## config.mk

```make
export PLATFORM = sky130hd
export DESIGN_NAME = hallway_path_generator
export DESIGN_NICKNAME = d
export VERILOG_FILES = /design/src/rtl/hallway_pkg.sv /design/src/rtl/hallway_lfsr.sv /design/src/rtl/hallway_path_generator.sv
export SDC_FILE = /design/constraint.sdc
export NUM_CORES = 1
export LEC_CHECK = 0
export CORE_ASPECT_RATIO = 1.4
export CORE_UTILIZATION = 52
export DETAILED_ROUTE_END_ITERATION = 10
export PLACE_DENSITY = 0.79
export SLEW_MARGIN = 30
export SYNTH_ARGS = -nofsm -noshare
export SYNTH_HDL_FRONTEND = slang
export SYNTH_SLANG_ARGS = --single-unit
```

## constraint.sdc

```tcl
create_clock -name clock -period 4.7 [get_ports clock]
set_input_delay 0.94 -clock clock [delete_from_list [all_inputs] [get_ports clock]]
set_output_delay 0.94 -clock clock [all_outputs]
set_load 0.005 [all_outputs]
```

## src/rtl/hallway_pkg.sv

```systemverilog
// Shared hallway types: screen geometry, row/column types and the
// sequencer state encoding used by the generator, drawer and collision logic.
package hallway_pkg;

   localparam int SCREEN_W = 160;
   localparam int SCREEN_H = 120;

   typedef logic [6:0] row_t;
   typedef logic [7:0] col_t;

   typedef enum logic [2:0] {
      IDLE,
      STEP,
      START,
      ARM,
      WAIT,
      ADVANCE
   } state_t;

endpackage

```

## src/rtl/hallway_lfsr.sv

```systemverilog
// 8-bit Galois LFSR, polynomial x^8+x^6+x^5+x^4+1.
// Ports: clock, reset (async high), advance (step once), value (state).
module hallway_lfsr #(
   parameter logic [7:0] SEED = 8'hA5
) (
   input  logic       clock,
   input  logic       reset,
   input  logic       advance,
   output logic [7:0] value
);

   // An all-zero state would lock up, so a zero seed becomes 1.
   localparam logic [7:0] INIT = (SEED == 8'h00) ? 8'h01 : SEED;
   localparam logic [7:0] TAPS = 8'hB8;

   always_ff @(posedge clock or posedge reset) begin
      if (reset)
         value <= INIT;
      else if (advance)
         value <= {1'b0, value[7:1]} ^ (value[0] ? TAPS : 8'h00);
   end

endmodule

```

## src/rtl/hallway_path_generator.sv

```systemverilog
// Hallway column sequencer: random-walk walls with a shrinking gap,
// drawer handshake and wrapping scroll column.
// Ports: clock, reset (async high), enable, tick, drawer_done in;
// start, column, upper_pos, lower_pos, busy, columns_generated out.
module hallway_path_generator
   import hallway_pkg::*;
#(
   parameter int         INIT_UPPER   = 30,
   parameter int         INIT_GAP     = 60,
   parameter int         GAP_MIN      = 24,
   parameter int         SHRINK_EVERY = 32,
   parameter logic [7:0] LFSR_SEED    = 8'hA5
) (
   input  logic        clock,
   input  logic        reset,
   input  logic        enable,
   input  logic        tick,
   input  logic        drawer_done,
   output logic        start,
   output col_t        column,
   output row_t        upper_pos,
   output row_t        lower_pos,
   output logic        busy,
   output logic [15:0] columns_generated
);

   localparam row_t        UP0   = row_t'(INIT_UPPER);
   localparam row_t        GAP0  = row_t'(INIT_GAP);
   localparam row_t        GMIN  = row_t'(GAP_MIN);
   localparam logic [7:0]  HMAX  = 8'(SCREEN_H - 1);
   localparam col_t        WMAX  = col_t'(SCREEN_W - 1);
   localparam logic [15:0] SLAST = 16'(SHRINK_EVERY - 1);

   if (INIT_UPPER + INIT_GAP > SCREEN_H - 1) begin : g_bad_walls
      $error("INIT_UPPER + INIT_GAP must not exceed SCREEN_H-1");
   end
   if (SHRINK_EVERY < 1) begin : g_bad_shrink
      $error("SHRINK_EVERY must be at least 1");
   end

   state_t      state;
   state_t      state_nx;
   row_t        gap;
   row_t        gap_nx;
   row_t        upper_nx;
   row_t        lower_nx;
   logic [7:0]  down_sum;
   logic [15:0] shrink_cnt;
   logic        shrink_pend;
   logic        lfsr_adv;
   logic [7:0]  lfsr;

   // Stepped on entry to STEP so the fresh value is already
   // registered while STEP decides the wall move.
   assign lfsr_adv = (state == IDLE) && tick && enable;

   hallway_lfsr #(
      .SEED(LFSR_SEED)
   ) u_lfsr (
      .clock  (clock),
      .reset  (reset),
      .advance(lfsr_adv),
      .value  (lfsr)
   );

   always_comb begin
      state_nx = state;
      start    = 1'b0;
      busy     = 1'b0;
      case (state)
         IDLE: begin
            if (tick && enable)
               state_nx = STEP;
         end
         STEP: begin
            busy     = 1'b1;
            state_nx = START;
         end
         START: begin
            busy     = 1'b1;
            start    = 1'b1;
            state_nx = ARM;
         end
         ARM: begin
            busy = 1'b1;
            if (!drawer_done)
               state_nx = WAIT;
         end
         WAIT: begin
            busy = 1'b1;
            if (drawer_done)
               state_nx = ADVANCE;
         end
         ADVANCE: state_nx = IDLE;
         default: state_nx = IDLE;
      endcase
   end

   // Shrink first, then clamp the walk against the shrunk gap.
   always_comb begin
      gap_nx = gap;
      if (shrink_pend && (gap > GMIN))
         gap_nx = gap - 7'd1;
      down_sum = {1'b0, upper_pos} + {1'b0, gap_nx} + 8'd1;
      upper_nx = upper_pos;
      case (lfsr[1:0])
         2'b00: if (upper_pos != 7'd0) upper_nx = upper_pos - 7'd1;
         2'b11: if (down_sum <= HMAX) upper_nx = upper_pos + 7'd1;
         default: upper_nx = upper_pos;
      endcase
      lower_nx = upper_nx + gap_nx;
   end

   always_ff @(posedge clock or posedge reset) begin
      if (reset) begin
         state             <= IDLE;
         column            <= '0;
         upper_pos         <= UP0;
         lower_pos         <= UP0 + GAP0;
         gap               <= GAP0;
         shrink_cnt        <= '0;
         shrink_pend       <= 1'b0;
         columns_generated <= '0;
      end else begin
         state <= state_nx;
         if (state == STEP) begin
            gap         <= gap_nx;
            upper_pos   <= upper_nx;
            lower_pos   <= lower_nx;
            shrink_pend <= 1'b0;
         end
         if (state == ADVANCE) begin
            column <= (column == WMAX) ? '0 : column + 8'd1;
            if (columns_generated != 16'hFFFF)
               columns_generated <= columns_generated + 16'd1;
            if (shrink_cnt == SLAST) begin
               shrink_cnt  <= '0;
               shrink_pend <= 1'b1;
            end else begin
               shrink_cnt <= shrink_cnt + 16'd1;
            end
         end
      end
   end

endmodule

```

Yosys cells after proc, flatten, opt, wreduce, memory -nomap -nowiden. Index checks and enable logic that the tools add are counted.

Bits in registers: 73. Latch bits: 0. RAM bits: 0. Memory bits (read-only): 0. Input port bits: 5. Output and inout port bits: 40. Word-level logic and storage cells: 59. Memories: 0.

$add $sub $neg: 9. Multiply operators: 0. Div/mod/pow operators: 0. $lt $le $gt $ge: 2. Equality and inequality tests: 12. Shift-type cells: 0. Muxes and demuxes: 16. Bitwise operators: 1. Reductions and logical operators: 10.

Operators by type and width (count): $add A16 B1 Y16 const B (2); $mux W7 (3); $add A8 B1 Y8 const B (2); $eq A16 B5 Y1 const B (1); $mux W16 (1); $mux W8 (2); $ne A16 B16 Y1 const B (1); $pmux W3 S5 (1); $pmux W7 S2 (1); $sub A7 B1 Y7 const B (2); $mux W3 (3); $add A7 B7 Y8 (1); $eq A8 B8 Y1 const B (1); $le A8 B7 Y1 const B (1); $xor A7 B8 Y8 (1); $add A7 B1 Y7 const B (1); $add A7 B7 Y7 (1); $gt A7 B5 Y1 const B (1); $reduce_bool A7 Y1 (1); $eq A3 B2 Y1 const B (2); $eq A3 B3 Y1 const B (2); $mux W1 (5); $logic_and A1 B1 Y1 (4); $ne A2 B2 Y1 const B (2); other kinds (8) (8).

Depth between registers and ports, before layout.
Depth in word-level cells: 9. Gate-level depth with buffers: 27. Depth with buffers taken out: 27.

Modules after synthesis. From an unflattened synthesis, not the netlist that was laid out.

Cell total of the unflattened synthesis: 448. Area total of the unflattened synthesis: 4317.9 um2.

Modules (own cells, without submodules): hallway_path_generator (instances 1, cells an instance 424, area an instance 3992.6 um2, sequential area each 1641.6 um2); hallway_lfsr (instances 1, cells an instance 24, area an instance 325.3 um2, sequential area each 205.2 um2).

Worst setup path before layout. Ideal clock, no wire load.

Path kind: register to register. Start point: register gap[0]. End point: register lower_pos[6]. Setup time: 88 ps. Data arrival time: 5021 ps. Data required time: 4612 ps. Slack: -408 ps. Stages on the path, launching flop included: 27. Buffers on the path: 1. Period minus slack after synthesis: 5108 ps. Cells stage by stage: dfrtp_1 -> inv_1 -> ha_1 -> a21oi_1 -> o31ai_1 -> nor2_1 -> a21oi_1 -> inv_1 -> fa_1 -> a211oi_2 -> o21bai_1 -> and4_1 -> a211o_1 -> a21o_1 -> buf_6 -> o31ai_1 -> a31o_2 -> inv_1 -> fa_1 -> nand2b_1 -> a21oi_1 -> o21ai_0 -> nand2b_1 -> xnor2_1 -> nor2_1 -> a221oi_1 -> nand3_1.

Word-level cells in the longest chain between the ends: 9. Elaborated cells between the ends (all ways): 10. Those cells by class: add/sub: 4; order compare: 2; mux: 3; reduce/logical: 1.

Ends and longest elaborated chain: start: declaration (line hallway_path_generator.sv:43) `row_t gap;`; start signal: assignment (line hallway_path_generator.sv:127) `gap <= gap_nx;`; $gt A7 B5 Y1 (line hallway_path_generator.sv:102) `if (shrink_pend && (gap > GMIN))`; $logic_and A1 B1 Y1 (line hallway_path_generator.sv:102); $mux W7 * (line hallway_path_generator.sv:102); via gap_nx[1] (line hallway_path_generator.sv:44) `row_t gap_nx;`; $add A7 B7 Y8 * (line hallway_path_generator.sv:104) `down_sum = {1'b0, upper_pos} + {1'b0, gap_nx} + 8'd1;`; $add A8 B1 Y8 * (line hallway_path_generator.sv:104); $le A8 B7 Y1 * (line hallway_path_generator.sv:108) `2'b11: if (down_sum <= HMAX) upper_nx = upper_pos + 7'd1;`; $mux W7 * (line hallway_path_generator.sv:108); $pmux W7 S2 * (line hallway_path_generator.sv:106) `case (lfsr[1:0])`; via upper_nx[1] (line hallway_path_generator.sv:45) `row_t upper_nx;`; $add A7 B7 Y7 * (line hallway_path_generator.sv:111) `lower_nx = upper_nx + gap_nx;`; end signal: assignment (line hallway_path_generator.sv:119) `lower_pos <= UP0 + GAP0;`; end signal: assignment (line hallway_path_generator.sv:129) `lower_pos <= lower_nx;`; end: declaration (line hallway_path_generator.sv:22) `output row_t lower_pos,`.

The timed path passes the listed nets; every way through them passes the cells marked *. A chain may end at the register's enable or synchronous reset.

Final worst setup path.
Start point: register gap[1]. End point: register lower_pos[6].

Same word-level chain as after synthesis.

==> results_dict.tcl <==
set metrics [dict create \
    place_hpwl_mm 7.57 \
    synth_area_leader_cell "dfrtp_1" \
    ys_warn_count 0 \
    async_flop_share_pct 100 \
    grt-ovfl-total 0 \
    antenna_found_initial 0 \
    hold_violations 0 \
    drv_cap 0 \
    slew_viol_final 0 \
    tightest_slew_ns 0.752 \
    fin_area_sq_um 5780 \
    dr.pass1.iters 4 \
    setup_viol 1 \
    grt_pass1_vias 3904 \
    die-area_sq_um 8800 \
    r2r_cells 27 \
    wl_per_cell_um 16.3 \
    hold_class "flip-flop to flip-flop" \
    synth.avg_cell_area_sq_um 9.28 \
    syn_area_sq_um 4380 \
    yosysUniqueCellTypes 54 \
    ctsHtreeMaxLevel 3 \
    cp-start-kind "flip-flop" \
    clock_latency_ns 0.33 \
    drive_gt1_share_pct 23.2 \
    die_height_um 111 \
    violations "negative setup slack" \
    layout-area-overhead-vs-synth_pct 31.9 \
    fmax_mhz 204 \
    nets 593 \
    core-area_sq_um 8150 \
    cts-root-buf "clkbuf_16" \
    clk_transition_reported_paths_ns 0.06 \
    period_minus_slack_ns 4.90 \
    synth-adder-area-share_pct 7.20 \
    routed_wl_mm 10.9 \
    synth_compound_area_share_pct 14.1 \
    ys.flop_type "dfrtp_1" \
    synth_top_area_share_pct 32.6 \
    grt_pass1_wl_mm 18.1 \
    rows 39 \
    hold_path_depth 1 \
    relSlewSlack_pct 49.8 \
    arrival_ns 5.14 \
    post-place-ws_ns -0.205 \
    syn_nets 501 \
    status "complete, but fails checks" \
    endpoint_kind "flip-flop" \
    postRouteAntennaNets 0 \
    post-route-util_pct 70.9 \
    ios 45 \
    postSynthRegisterBits 73 \
    yosys.area_share.simple_pct 20.3 \
    place_area_sq_um 5230 \
    numPlacedInstances 639 \
    leakagePower_nw 2.54 \
    worstPathRequired_ns 4.94 \
    vias 3893 \
    drc 0 \
    crit_fanout 6 \
    rsz0062_at_grt "yes" \
    ir_worst_vdd_mv 0.466 \
    yosys.area_share.xor_xnor_pct 10.2 \
    cts_made_buffers 9 \
    place_congestion 0.895 \
    viasPerCell 5.80 \
    finClkSkew_ns 0.00711 \
    gr-usage-all-layers_pct 26.3 \
    start_util_pct 53.8 \
    final.setup.worst_slack_ns -0.195 \
    powerDensity_nw_per_um2 526 \
    synth_edf_count 0 \
    instances_no_fill 671 \
    clock-sinks 73 \
    synth_top_family_by_area "simple AND/OR/NAND/NOR gates" \
    num_antenna_cells 0 \
    ys_seq_area_share_pct 42.2 \
    worstSetupPathType "flip-flop to flip-flop" \
    drtIter0Drc 213 \
    cts_tree "yes" \
    netlist_instances 472 \
    synth.mux.area_fraction_pct 1.94 \
    die_w_um 79.6 \
    clk_path_buf_depth 2 \
    period_share_pct 104 \
    yosys-top-cells-area "dfrtp_1 33%, dfstp_2 9.6%, xnor2_1 7.8%, ha_1 6.3%, nand2_1 3.9%" \
    grt_max_degree 44 \
    port_buffers 44 \
]
stage by stage:
stage | power (mW) | setup TNS, ns | hold WS [ns]
2_1_floorplan | 1.71 | 0 | 0.438
3_3_place_gp | 2.16 | -0.0650 | 0.452
3_5_place_dp | 2.20 | -0.244 | 0.470
4_1_cts | 2.96 | -0.0687 | 0.480
5_1_grt | 3.24 | -0.632 | 0.486
6_report | 3.04 | -0.195 | 0.479
placed cells by master, fill, tap and decap left out, types with 4 or more instances in the layout:
master | Yosys | final
buf_4 | 0 | 53
a21oi_2 | 0 | 4
nand3_1 | 26 | 25
xnor2_1 | 39 | 35
ha_1 | 22 | 18
dfrtp_1 | 57 | 57
mux2_2 | 4 | 4
and3_1 | 7 | 7
a21oi_1 | 19 | 13
clkbuf_16 | 0 | 9
inv_1 | 27 | 21
nor2_1 | 33 | 32
nand4_1 | 12 | 12
o31ai_1 | 7 | 5
mux2i_1 | 4 | 4
and4_1 | 6 | 6
o21ai_0 | 33 | 27
clkdlybuf4s50_1 | 0 | 44
nor2b_1 | 6 | 6
xnor2_2 | 0 | 4
o31a_1 | 4 | 4
dfstp_2 | 16 | 16
inv_2 | 0 | 4
nor3_1 | 11 | 10
nand2_1 | 45 | 44
nand2b_1 | 5 | 4
xor2_1 | 12 | 12
o221ai_1 | 5 | 4
nor4_1 | 5 | 5
what timing repair did:
action / CTS / global route
setup endpoints to repair: 2 / 3
pin swaps: 18 / 34
hold buffers: 0 / 0
buffers inserted: 4 / 12
resized for setup: 13 / 19
cloned: 0 / 0
Yosys cell counts (all sizes together), types with 3 or more instances:
library cell	number
xnor2	39
clkbuf	17
nor4	5
nand3	26
and3	7
a21o	4
inv	27
nand2b	5
nor3b	3
a211oi	4
dfrtp	57
and2	3
mux2i	4
ha	22
or2	3
o31ai	7
nor2b	6
o31a	4
nand4	12
and4	6
or3	3
nor3	11
a21oi	19
o21bai	3
xor2	12
nand2	45
o21ai	33
o221ai	5
nor2	33
mux2	4
dfstp	16
path summary, 6_finish.rpt:
path                                            from                          end  slack, ns
hold reg to reg            shrink_cnt[4]$_DFFE_PP0P_    shrink_cnt[4]$_DFFE_PP0P_       0.48
setup / recovery                  gap[1]$_DFFE_PP0P_     lower_pos[6]$_DFFE_PP1P_      -0.20
min in group asynchronous                      reset   shrink_cnt[13]$_DFFE_PP0P_       1.05
max in group asynchronous                      reset  u_lfsr.value[0]$_DFFE_PP1P_       2.75
setup reg to reg                  gap[1]$_DFFE_PP0P_     lower_pos[6]$_DFFE_PP1P_      -0.20
hold / removal             shrink_cnt[4]$_DFFE_PP0P_    shrink_cnt[4]$_DFFE_PP0P_       0.48
critical path, cell delays in order (launching register included):
cell and delay, ns:
dfrtp_1 0.39, inv_2 0.08, ha_4 0.14, a21oi_4 0.06
o31ai_4 0.34, inv_2 0.08, nand2_1 0.14, nor3_1 0.07
xor2_1 0.25, ha_1 0.32, o21ai_1 0.13, o21bai_1 0.11
and4_1 0.16, a211o_1 0.32, a21o_4 0.25, buf_6 0.12
o21ai_2 0.11, o41a_1 0.18, o21ai_1 0.10, ha_1 0.33
o21ai_2 0.18, a21oi_4 0.05, o21ai_2 0.11, nand2b_1 0.12
xnor2_2 0.24, nor2_2 0.08, a221oi_2 0.23, nand3_1 0.11
sequential cells by signal, indices dropped and copies added, names as in the netlist:
signal,flops
shrink_pend,1
columns_generated,16
shrink_cnt,16
lower_pos,7
upper_pos,7
state,3
u_lfsr.value,8
gap,7
column,8
cell type report:
type	count	area [sq um]
clock buffers	12	246
clock inverters	4	51.3
fillers	573	2370
inverters	27	105
multi-input cells	353	2530
flip-flops and latches	73	1850
well taps	102	128
repair buffers	100	872
kinds of logic (layout without fill, tap and decap cells):
group           Yosys count  in the layout
compound gates           95             95
simple gates            175            175
fa+ha+maj                24             24
buf+inv                  46            143
flops                    73             73
mux                       8              8
xor+xnor                 51             51
power by group:
group | switching [mW] | total (mW) | internal (mW)
Combinational | 0.705 | 1.38 | 0.677
Sequential | 0.176 | 0.973 | 0.797
Clock | 0.260 | 0.686 | 0.427
routing by layer:
| metal | global-route usage [%] | vias up | part of all wire, % |
|---|---|---|---|
| met5 | 0 | - | 0 |
| met4 | 12.0 | 0 | 4.3 |
| met3 | 4.88 | 42 | 3.8 |
| met2 | 45.2 | 113 | 51 |
| met1 | 30.9 | 1890 | 41 |
| li1 | - | 1848 | - |
No activity file was read; power rests on OpenSTA's default activity.
==> patch 1 (config.mk and constraints unchanged) <==
The parameter `GAP_MIN` goes from 24 to 16.
--- a/src/rtl/hallway_path_generator.sv
+++ b/src/rtl/hallway_path_generator.sv
@@ -8,5 +8,5 @@
    parameter int         INIT_UPPER   = 30,
    parameter int         INIT_GAP     = 60,
-   parameter int         GAP_MIN      = 24,
+   parameter int         GAP_MIN      = 16,
    parameter int         SHRINK_EVERY = 32,
    parameter logic [7:0] LFSR_SEED    = 8'hA5
Function: no difference found for any inputs over 10 cycles, from zero or initial values and one cycle with reset high; that may be too few to reach the edited logic, so the function may still have changed.
==> patch 1 against the original RTL <==
The flow still finishes with violations (setup timing); highest routed layer unchanged; sequential power shrank 2.2%; count of clock-buffer cells in the layout unchanged; clock skew about the same; critical path type unchanged; total power is 6.1% lower; worst setup slack lost 0.29 ns; routed wire length up 2.0%; sequential cell count is the same; worst hold slack worse by 0.012 ns; design area is 0.48% higher; synthesized area decreased by 0.49%; global-route usage fell by 0.57 points; core utilization up 0.34 points.
==> patch 1: results (changes against the original RTL) <==
[status]
status=finished, violations left  ; unchanged
violations=setup timing  ; unchanged

[worst_setup_path]
crit_family=simple AND/OR/NAND/NOR gates  ; was compound AO/OA/AOI/OAI gates
crit_path_max_incr_delay_ns=0.59  ; was 0.39 ns
startpoint=gap[0]  ; was gap[1]
r2r_end=lower_pos[6]  ; unchanged
crit_fanout=3  ; was 6
crit_slowest_cell=or4_4  ; was dfrtp_1

[sta]
clock_skew_ns=0.00737  ; was 0.00711 ns
max_slew_margin_pct=51.5  ; was 49.8%
setup_viol=5  ; was 1
setup_ws_ns=-0.482  ; was -0.195 ns
fin_tns_setup_ns=-1.64  ; was -0.195 ns
worst_hold_slack_ns=0.467  ; was 0.479 ns

[pwr]
ir_drop_mv=0.298  ; was 0.466 mV
clockPowerShare_pct=23.9  ; was 22.6%
intPower_w=0.00179  ; was 0.00190 W
powerComb_w=0.00122  ; was 0.00138 W
netSwitchingFraction_pct=37.3  ; was 37.5%
p_leak_nw=2.63  ; was 2.54 nW

[placed_design]
placed_cell_area_um2=5150  ; was 5230 um^2
gp_congestion=0.901  ; was 0.895
dp_cells=620  ; was 639
dp_worst_setup_slack_ns=-0.387  ; was -0.205 ns
hpwl_mm=7.14  ; was 7.57 mm

[final_layout]
fin_nets=584  ; was 593
drive_above_1_share_pct=25.2  ; was 23.2%
final_cells=661  ; was 671

[synth]
synth_warnings=0  ; unchanged
syn_area_per_cell_um2=9.60  ; was 9.28 um^2
ys_seq_area_share_pct=42.4  ; was 42.2%
yosysUniqueCellTypes=60  ; was 54
syn_nets=484  ; was 501
synthTopCellsByArea=dfrtp_1 (33%), dfstp_2 (9.6%), xnor2_1 (7.8%), ha_1 (6.6%), nand2_1 (4.6%)  ; was dfrtp_1 (33%), dfstp_2 (9.6%), xnor2_1 (7.8%), ha_1 (6.3%), nand2_1 (3.9%)
netlist_top_cells_count=dfrtp_1 (57), nand2_1 (54), nor2_1 (39), xnor2_1 (39), inv_1 (25)  ; was dfrtp_1 (57), nand2_1 (45), xnor2_1 (39), nor2_1 (33), o21ai_0 (33)

[grt]
use_met3_pct=3.87  ; was 4.88%
first_global_vias=3763  ; was 3904
grt_max_degree=46  ; was 44
grt_use_met1_pct=28.1  ; was 30.9%
grt_use_met2_pct=46.6  ; was 45.2%
grt_usage_pct=25.7  ; was 26.3%
grt_first_pass_wirelength_mm=17.0  ; was 18.1 mm

[route]
wl_per_cell_um=16.8  ; was 16.3 um
first_pass_iters=5  ; was 4
vias_per_cell=5.76  ; was 5.80
drt_iter0_drc=189  ; was 213

[clock_network]
cts_root_buf=clkbuf_16  ; unchanged

[min_path]
hold_path_class=register to register  ; unchanged
hold_start=lower_pos[4]  ; was shrink_cnt[4]
hold_depth=2  ; was 1
hold_end=lower_pos[4]  ; was shrink_cnt[4]

patch 1: area by class of cell:
class	instances	area, um^2
Clock buffer	12	246
Clock inverter	4	45.0
Fill cell	588	2340
Inverter	26	97.6
Multi-Input combinational cell	343	2530
Sequential cell	73	1850
Tap cell	102	128
Timing Repair Buffer	101	907
patch 1: logic make-up after synthesis:
kind of cell             after synthesis  share of synthesized area [%]
XOR/XNOR                              55                           11.1
buffers and inverters                 38                           4.28
adder cells (fa/ha/maj)               25                           7.52
AND/OR/NAND/NOR                      168                           19.3
AO/OA/AOI/OAI                         86                           13.2
multiplexers                           9                           2.24
flip-flops                            73                           42.4
patch 1: repair_timing:
item / CTS / global route
gates resized for setup: 24 / 22
gates cloned: 0 / 0
pin swaps: 22 / 22
buffers inserted: 23 / 11
endpoints found under the setup margin: 4 / 6
patch 1: layer usage:
metal | up-vias | wire length [um]
li1 | 1782 | -
met1 | 1866 | 4310
met2 | 118 | 5940
met3 | 42 | 374
met4 | 0 | 510
met5 | - | 0
==> patch 2 (config.mk and constraints unchanged) <==
Made on the original files. Add an input register stage for `enable`, `tick` and `drawer_done`; this delays them by one clock.
--- a/src/rtl/hallway_path_generator.sv
+++ b/src/rtl/hallway_path_generator.sv
@@ -32,4 +32,14 @@
    localparam logic [15:0] SLAST = 16'(SHRINK_EVERY - 1);
 
+   logic enable_q;
+   logic tick_q;
+   logic drawer_done_q;
+
+   always_ff @(posedge clock) begin
+      enable_q      <= enable;
+      tick_q        <= tick;
+      drawer_done_q <= drawer_done;
+   end
+
    if (INIT_UPPER + INIT_GAP > SCREEN_H - 1) begin : g_bad_walls
       $error("INIT_UPPER + INIT_GAP must not exceed SCREEN_H-1");
@@ -53,5 +63,5 @@
    // Stepped on entry to STEP so the fresh value is already
    // registered while STEP decides the wall move.
-   assign lfsr_adv = (state == IDLE) && tick && enable;
+   assign lfsr_adv = (state == IDLE) && tick_q && enable_q;
 
    hallway_lfsr #(
@@ -70,5 +80,5 @@
       case (state)
          IDLE: begin
-            if (tick && enable)
+            if (tick_q && enable_q)
                state_nx = STEP;
          end
@@ -84,10 +94,10 @@
          ARM: begin
             busy = 1'b1;
-            if (!drawer_done)
+            if (!drawer_done_q)
                state_nx = WAIT;
          end
          WAIT: begin
             busy = 1'b1;
-            if (drawer_done)
+            if (drawer_done_q)
                state_nx = ADVANCE;
          end
Behaviour: not the same (a bounded check fails within 4 cycles, from zero or initial values and one cycle with reset high).
==> patch 2 against the original RTL <==
Sequential cell count up 3; the flow still finishes with violations (setup timing); worst hold slack worse by 0.010 ns; worst setup slack worse by 0.18 ns; design area up 1.6%; routed wire length down 1.6%; critical path depth down 2; synthesized cell count down 1.3%; total power down 0.59%; largest cell class unchanged; non-clock buffer count up 1; die area up 1.8%; synthesized area up 1.9%.
==> patch 2: results (changes against the original RTL) <==
[synth]
async_flop_share_pct=96.1  ; was 100%
ys_seq_area_share_pct=42.7  ; was 42.2%
synthAdderAreaFrac_pct=7.06  ; was 7.20%
syn_nets=495  ; was 501
synth_xor_area_share_pct=10.6  ; was 10.2%
muxShareOfSynthArea_pct=3.14  ; was 1.94%
netlist_top_cells_count=dfrtp_1 (57), nand2_1 (46), nor2_1 (43), xnor2_1 (35), inv_1 (25)  ; was dfrtp_1 (57), nand2_1 (45), xnor2_1 (39), nor2_1 (33), o21ai_0 (33)
syn_area_per_cell_um2=9.58  ; was 9.28 um^2
synth_compound_area_share_pct=12.4  ; was 14.1%
yosysUniqueCellTypes=63  ; was 54
synthTopCellsByArea=dfrtp_1 (32%), dfstp_2 (9.4%), xnor2_1 (6.9%), ha_1 (6.2%), nand2_1 (3.9%)  ; was dfrtp_1 (33%), dfstp_2 (9.6%), xnor2_1 (7.8%), ha_1 (6.3%), nand2_1 (3.9%)

[worst_setup_path]
critPathBufInv=5  ; was 3
crit_arrival_ns=5.34  ; was 5.14 ns
rr_worst_depth=25  ; was 27
crit_slowest_cell=dfstp_2  ; was dfrtp_1
crit_family=compound AO/OA/AOI/OAI gates  ; unchanged
crit_path_max_incr_delay_ns=0.54  ; was 0.39 ns
reg2reg_from=gap[2]  ; was gap[1]
crit_fanout=5  ; was 6

[sta]
setup_ws_ns=-0.371  ; was -0.195 ns
setup_viol=3  ; was 1
max_slew_margin_pct=43.2  ; was 49.8%
fin_tns_setup_ns=-0.794  ; was -0.195 ns
worst_hold_slack_ns=0.469  ; was 0.479 ns
clock_skew_ns=0.00695  ; was 0.00711 ns

[placed_design]
gp_congestion=0.850  ; was 0.895
placed_cell_area_um2=5320  ; was 5230 um^2
dp_cells=637  ; was 639
dp_worst_setup_slack_ns=-0.349  ; was -0.205 ns
hpwl_mm=7.31  ; was 7.57 mm

[final_layout]
drive_above_1_share_pct=26.2  ; was 23.2%
fin_nets=588  ; was 593

[grt]
use_met3_pct=4.92  ; was 4.88%
grt_first_pass_wirelength_mm=17.8  ; was 18.1 mm
grt_use_met2_pct=45.1  ; was 45.2%
grt_max_degree=51  ; was 44
first_global_vias=3798  ; was 3904
grt_usage_pct=25.9  ; was 26.3%
grt_use_met1_pct=29.4  ; was 30.9%

[min_path]
hold_end=lower_pos[3]  ; was shrink_cnt[4]
hold_start=lower_pos[3]  ; was shrink_cnt[4]
hold_depth=2  ; was 1

[route]
wl_met2_mm=5.71  ; was 5.58 mm
wirelength_mm=10.7  ; was 10.9 mm
wl_met3_um=371  ; was 418 um
vias_per_cell=5.69  ; was 5.80
wl_met1_mm=4.24  ; was 4.45 mm
drt_iter0_drc=227  ; was 213
wl_per_cell_um=16.1  ; was 16.3 um

[floorplan]
floorplan.initialDensity_pct=54.1  ; was 53.8%

[clock_network]
postCtsSetupBuffers=9  ; was 4

[pwr]
ir_drop_mv=0.304  ; was 0.466 mV
p_leak_nw=2.65  ; was 2.54 nW

[status]
violations=setup timing  ; unchanged
status=finished, violations left  ; unchanged

==> patch 2: worst max-delay path by stage <==
stage	startpoint	slack, ns	cells past startpoint	to
final	gap[2]	-0.37	25	lower_pos[6]
after global routing	gap[2]	-0.60	25	lower_pos[6]
after CTS	gap[1]	-0.29	30	lower_pos[6]
after detailed placement	gap[1]	-0.35	29	lower_pos[6]
after global placement	gap[1]	-0.18	29	lower_pos[6]
after floorplan	gap[1]	-0.13	29	lower_pos[6]
==> patch 2: power breakdown <==
group	internal, W	leakage, nW	switching [W]
logic	0.000677	1.55	0.000681
clock network	0.000425	0.139	0.000262
registers	0.000811	0.959	0.000167
==> patch 2: worst min-delay path, stage by stage, from the launching register on <==
cell and delay [ns]:
dfstp_2 0.36, nand2_1 0.05, o21ai_1 0.06
==> patch 2: final cells by class <==
class                           count  area [um^2]
Inverter                           25         96.3
Sequential cell                    76         1910
Fill cell                         585         2380
Tap cell                          102          128
Clock buffer                       12          246
Timing Repair Buffer              101          877
Multi-Input combinational cell    346         2560
Clock inverter                      4         50.0
